===== src/rtl/pipe_stage_skid.sv =====
`default_nettype none
// ============================================================================
// Module   : pipe_stage_skid
// Brief    : Valid/ready pipeline stage with optional two-entry skid buffer,
//            synchronous flush and saturating stall/bubble counters.
// Revision : 1.0 - initial release
// ============================================================================
module pipe_stage_skid #(
    parameter int DATA_W = 16,
    parameter int CTRL_W = 12,
    parameter int SKID   = 1,
    parameter int CNT_W  = 16
) (
    input  logic              clk,
    input  logic              rst,
    input  logic              flush,
    input  logic              in_valid,
    output logic              in_ready,
    input  logic [CTRL_W-1:0] in_ctrl,
    input  logic [DATA_W-1:0] in_data,
    output logic              out_valid,
    input  logic              out_ready,
    output logic [CTRL_W-1:0] out_ctrl,
    output logic [DATA_W-1:0] out_data,
    output logic [CNT_W-1:0]  stall_cnt,
    output logic [CNT_W-1:0]  bubble_cnt
);

    localparam logic [1:0] c_st_empty = 2'd0;
    localparam logic [1:0] c_st_one   = 2'd1;
    localparam logic [1:0] c_st_two   = 2'd2;

    logic [1:0]        r_state;
    logic [1:0]        w_state_next;
    logic [CTRL_W-1:0] r_main_ctrl;
    logic [DATA_W-1:0] r_main_data;
    logic [CTRL_W-1:0] w_skid_ctrl;
    logic [DATA_W-1:0] w_skid_data;
    logic [CNT_W-1:0]  r_stall_cnt;
    logic [CNT_W-1:0]  r_bubble_cnt;
    logic              w_accept;
    logic              w_issue;

    assign out_valid  = (r_state != c_st_empty);
    assign out_ctrl   = out_valid ? r_main_ctrl : '0;
    assign out_data   = r_main_data;
    assign stall_cnt  = r_stall_cnt;
    assign bubble_cnt = r_bubble_cnt;
    assign w_accept   = in_valid && in_ready;
    assign w_issue    = out_valid && out_ready;

    always_comb begin
        w_state_next = r_state;
        case (r_state)
            c_st_empty: if (w_accept) w_state_next = c_st_one;
            c_st_one: begin
                if (w_accept && !w_issue)      w_state_next = c_st_two;
                else if (!w_accept && w_issue) w_state_next = c_st_empty;
            end
            c_st_two:   if (w_issue) w_state_next = c_st_one;
            default:    w_state_next = c_st_empty;
        endcase
        // Flush overrides any accept or issue in the same cycle.
        if (flush) w_state_next = c_st_empty;
    end

    always_ff @(posedge clk) begin
        if (rst) begin
            r_state     <= c_st_empty;
            r_main_ctrl <= '0;
            r_main_data <= '0;
        end else begin
            r_state <= w_state_next;
            if (flush) begin
                r_main_ctrl <= '0;
            end else if (r_state == c_st_two) begin
                if (w_issue) begin
                    r_main_ctrl <= w_skid_ctrl;
                    r_main_data <= w_skid_data;
                end
            end else if (w_accept && (r_state == c_st_empty || w_issue)) begin
                r_main_ctrl <= in_ctrl;
                r_main_data <= in_data;
            end
        end
    end

    generate
        if (SKID != 0) begin : g_skid
            logic [CTRL_W-1:0] r_skid_ctrl;
            logic [DATA_W-1:0] r_skid_data;
            logic              r_in_ready;

            always_ff @(posedge clk) begin
                if (rst) begin
                    r_skid_ctrl <= '0;
                    r_skid_data <= '0;
                    r_in_ready  <= 1'b1;
                end else begin
                    r_in_ready <= (w_state_next != c_st_two);
                    if (flush) begin
                        r_skid_ctrl <= '0;
                    end else if (r_state == c_st_one && w_accept && !w_issue) begin
                        r_skid_ctrl <= in_ctrl;
                        r_skid_data <= in_data;
                    end
                end
            end

            assign w_skid_ctrl = r_skid_ctrl;
            assign w_skid_data = r_skid_data;
            assign in_ready    = r_in_ready;
        end else begin : g_no_skid
            // Single entry: a slot frees up in the same cycle the head issues.
            assign w_skid_ctrl = '0;
            assign w_skid_data = '0;
            assign in_ready    = !out_valid || out_ready;
        end
    endgenerate

    always_ff @(posedge clk) begin
        if (rst) begin
            r_stall_cnt  <= '0;
            r_bubble_cnt <= '0;
        end else begin
            if (out_valid && !out_ready && (r_stall_cnt != '1))
                r_stall_cnt <= r_stall_cnt + 1'b1;
            if (!out_valid && (r_bubble_cnt != '1))
                r_bubble_cnt <= r_bubble_cnt + 1'b1;
        end
    end

endmodule
`default_nettype wire


===== config.mk =====
export PLATFORM = sky130hd
export DESIGN_NAME = pipe_stage_skid
export DESIGN_NICKNAME = d
export VERILOG_FILES = /design/src/rtl/pipe_stage_skid.sv
export SDC_FILE = /design/constraint.sdc
export NUM_CORES = 1
export LEC_CHECK = 0
export CORE_MARGIN = 8
export CORE_UTILIZATION = 50
export DETAILED_ROUTE_END_ITERATION = 10
export PLACE_DENSITY = 0.92
export SLEW_MARGIN = 0
export SYNTH_ARGS = -nofsm -noshare
export SYNTH_HDL_FRONTEND = slang
export SYNTH_SLANG_ARGS = --single-unit

===== constraint.sdc =====
create_clock -name clk -period 2.1 [get_ports clk]
set_input_delay 0.315 -clock clk [delete_from_list [all_inputs] [get_ports clk]]
set_output_delay 0.315 -clock clk [all_outputs]
set_load 0.1 [all_outputs]

==> summary.md <==
| Metric | Value |
|---|---|
| Status | `completed` |
| Clock Tree Root | `clkbuf_8` |
| Vias | `4039` |
| Clk pwr share | `32.5%` |
| Core area | `around 8100 sq um` |
| # nets final | `604` |
| Netlist cell types | `46` |
| Dpl ws | `-0.155 ns` |
| Post-DP HPWL | `8.31 mm` |
| Worst reg2reg setup slack | `about 0.19 ns` |
| Cell Area, Placed | `about 5400 sq um` |
| R2r endpoint | `stall_cnt[15]$_SDFFE_PP0P_` |
| Worst r2r src | `r_state[1]$_SDFF_PP0_` |
| Die H | `around 110 um` |
| Post-CTS Hold Buffers | `0` |
| Hold EP | `g_skid.r_skid_data[3]$_SDFFE_PP0P_` |
| Vias in the first global route | `4084` |
| Register share of total power | `about half` |
| Tot GR Track Use | `20.0%` |
| Vias per cell | `5.95` |
| Seq/Total Area, Yosys | `between 40% and 50%` |
| Final WL | `11.4 mm` |
| Startpoint types | `register` |
| First-pass GRT wire length | `about 19 mm` |
| TritonCTS buffer count | `9` |
| I/O Buffers | `between 90 and 100` |
| Power Density | `657 nW/um^2` |
| Post-Route Utilization | `between 60% and 70%` |
| Ys Warns | `0` |
| Routability-driven placement congestion ratio | `between 0.8 and 0.9` |
| Sequential Area | `~1900 sq um` |
| Max IR drop VDD | `around 0.50 mV` |
| Unrepaired setup endpoints after global routing | `false` |
| Post-route cell area | `between 5000 and 6000 sq um` |
| Diode count | `0` |
| Slowest-stage cell, CP | `or4_1` |
| Synth area leader | `dfxtp_1` |
| Largest net degree at the start of global routing | `between 60 and 70` |
| Async set-reset flop share out of synthesis | `0%` |
| Leakage power | `about 2.0 nW` |
| Final Hold Vio Count | `0` |
| Fillers | `599` |
| First drt pass iteration count | `5` |
| Post-synth top cells | `dfxtp_1, nor2_1, nand2_1` |
| TritonCTS clock tree | `built` |
| Die width | `approximately 110 um` |
| CP peak stage delay | `between 0.5 and 0.6 ns` |
| Final worst slack | `~0.19 ns` |
| Critical path class | `register to register` |
| Initial Utilization | `between 50% and 60%` |
| Critical Path RT | `2.36 ns` |
| FF-to-FF path depth | `4` |
| Synthesized instance count | `474` |
| Clock Pin Slew Worst Setup and Hold Paths | `roughly 0.090 ns` |
| HP Class | `input port to register` |
| Final setup vio count | `0` |
| Clk Latency, worst-skew pair | `roughly 0.36 ns` |
| Initial antenna violation count | `0` |
| Post-synthesis cell area | `slightly above 4000 sq um` |
| Most frequent cell after synthesis | `dfxtp_1` |
| Top FF cell, synth | `dfxtp_1` |
| Multi-input logic area | `~2100 sq um` |
| Fmax achieved | `between 0.5 and 0.6 GHz` |
| Crit. Startpoint | `r_state[1]$_SDFF_PP0_` |
| Period utilisation layout | `roughly nine tenths` |
| Worst slew margin | `63.7%` |
| Die area | `around 11000 sq um` |
| H-tree depth | `3` |
| Psw | `around 1.1 mW` |
| Post-synthesis register bit count | `91` |
| Leading cell types by total area after synthesis | `dfxtp_1, mux2i_1, and2_1` |
| Synthesis-to-finish area growth | `34.8%` |
| Post-DRT Antenna Nets | `0` |
| Post-synth EDFFs | `0` |
| Largest delay share family, worst path | `simple AND/OR/NAND/NOR gates` |
| Pint | `approximately 2.6 mW` |
| Syn Area/Cell | `~9 sq um` |
| Ports | `95` |
| CP endpoint kind | `register` |
| Sw Share | `a little under a third` |
| CP bufs+invs | `0` |
| Post-Layout Cell Count | `between 600 and 700` |
| Period minus WS final | `1.91 ns` |
| Clock Path Buffers | `2` |
| Max Cap Viol | `0` |
| Clk_skew | `between 0.01 and 0.015 ns` |
| Row Count | `33` |
| Worst Hold Depth | `2` |
| Slew @ Worst Pin | `roughly 0.54 ns` |
| Pins over their slew limit | `0` |
| Worst-path cell chain | `o21bai_1 > or4_1 > nor4_1 > mux2_2` |
| Drt wl/cell | `~17 um` |
| Comb pwr share | `18.3%` |
| Max Fanout on Critical Path | `9` |
| Residual DRC count | `0` |
| Clk sinks | `roughly 90` |
| Share of cells above drive strength 1 | `between 20% and 30%` |
| Post-synth top area share | `a little over two fifths` |
| Pwr Total | `3.68 mW` |
| Synth Net Count | `509` |
| Aggregate global routing overflow | `0` |
| CP arrival | `2.17 ns` |
| Hold wc startpoint | `rst` |
| Placed insts | `roughly 660` |
| Iter 0 DRT Violations | `about 230` |
## how the worst max path moves through the flow
stage / endpoint / slack [ns] / cells after the start
final: stall_cnt[15]$_SDFFE_PP0P_ / 0.19 / 4
after detailed placement: stall_cnt[15]$_SDFFE_PP0P_ / -0.15 / 5
after global placement: stall_cnt[15]$_SDFFE_PP0P_ / -0.11 / 5
after CTS: out_ctrl[11] / 0.09 / 5
after floorplan: out_ctrl[10] / -0.22 / 5
after global routing: out_ctrl[9] / 0.08 / 5
## what timing repair did
item | CTS | global route
setup buffers | 0 | 1
hold endpoints to repair | 0 | 0
resized for setup | 1 | 1
endpoints found under the setup margin | 12 | 12
## power by group through the flow
stage | logic, mW | clock network (mW) | registers (mW)
after global routing | 0.707 | 1.30 | 1.82
final | 0.673 | 1.20 | 1.81
after global placement | 0.658 | 0 | 1.85
after CTS | 0.675 | 1.22 | 1.81
after floorplan | 0.218 | 0 | 2.08
after detailed placement | 0.674 | 0 | 1.85
## cells in the final DEF (no fill, tap or decap), types with 17 or more instances in the layout
cell	n
dfxtp_1	57
nand2_1	32
a21oi_1	24
buf_4	69
a211oi_1	17
dfxtp_2	25
inv_1	24
clkdlybuf4s50_1	31
nor2_1	37
mux2i_1	30
and2_1	20
## final cells by class
type	instances	area share, %
clock inverters	6	1.10
flip-flops and latches	91	33.7
clock buffers	10	2.46
multi-input cells	325	38.1
repair buffers	117	20.6
inverters	25	1.68
well taps	105	2.35
## sequential cells by signal (all words and copies together), names as in the netlist
name and flops:
stall_cnt 16, in_ready 1, r_state 2, g_skid.r_skid_ctrl 12, bubble_cnt 16, g_skid.r_skid_data 16, out_data 16, r_main_ctrl 12
## logic make-up after synthesis
kind of cell,after synthesis,share of synthesized area (%)
fa+ha+maj,2,0.603
flops,91,43.9
simple gates,180,22.9
mux,32,7.78
compound gates,109,18.9
buf+inv,58,5.52
xor+xnor,2,0.422
## metrics by stage
stage               setup TNS, ns  hold slack, ns
CTS                             0           0.212
global placement           -0.295           0.462
finish                          0           0.231
floorplan                  -0.219           0.433
detailed placement         -0.407           0.461
global route                    0           0.236
## metal layers
metal / global-route usage [%] / wire length (um) / share of wire, %
met5: 0 / 0 / 0
met4: 8.84 / 317 / 2.8
met3: 5.76 / 706 / 6.2
met2: 35.0 / 5800 / 51
met1: 22.0 / 4600 / 40
Note: power is estimated with default switching activity, not from simulation.
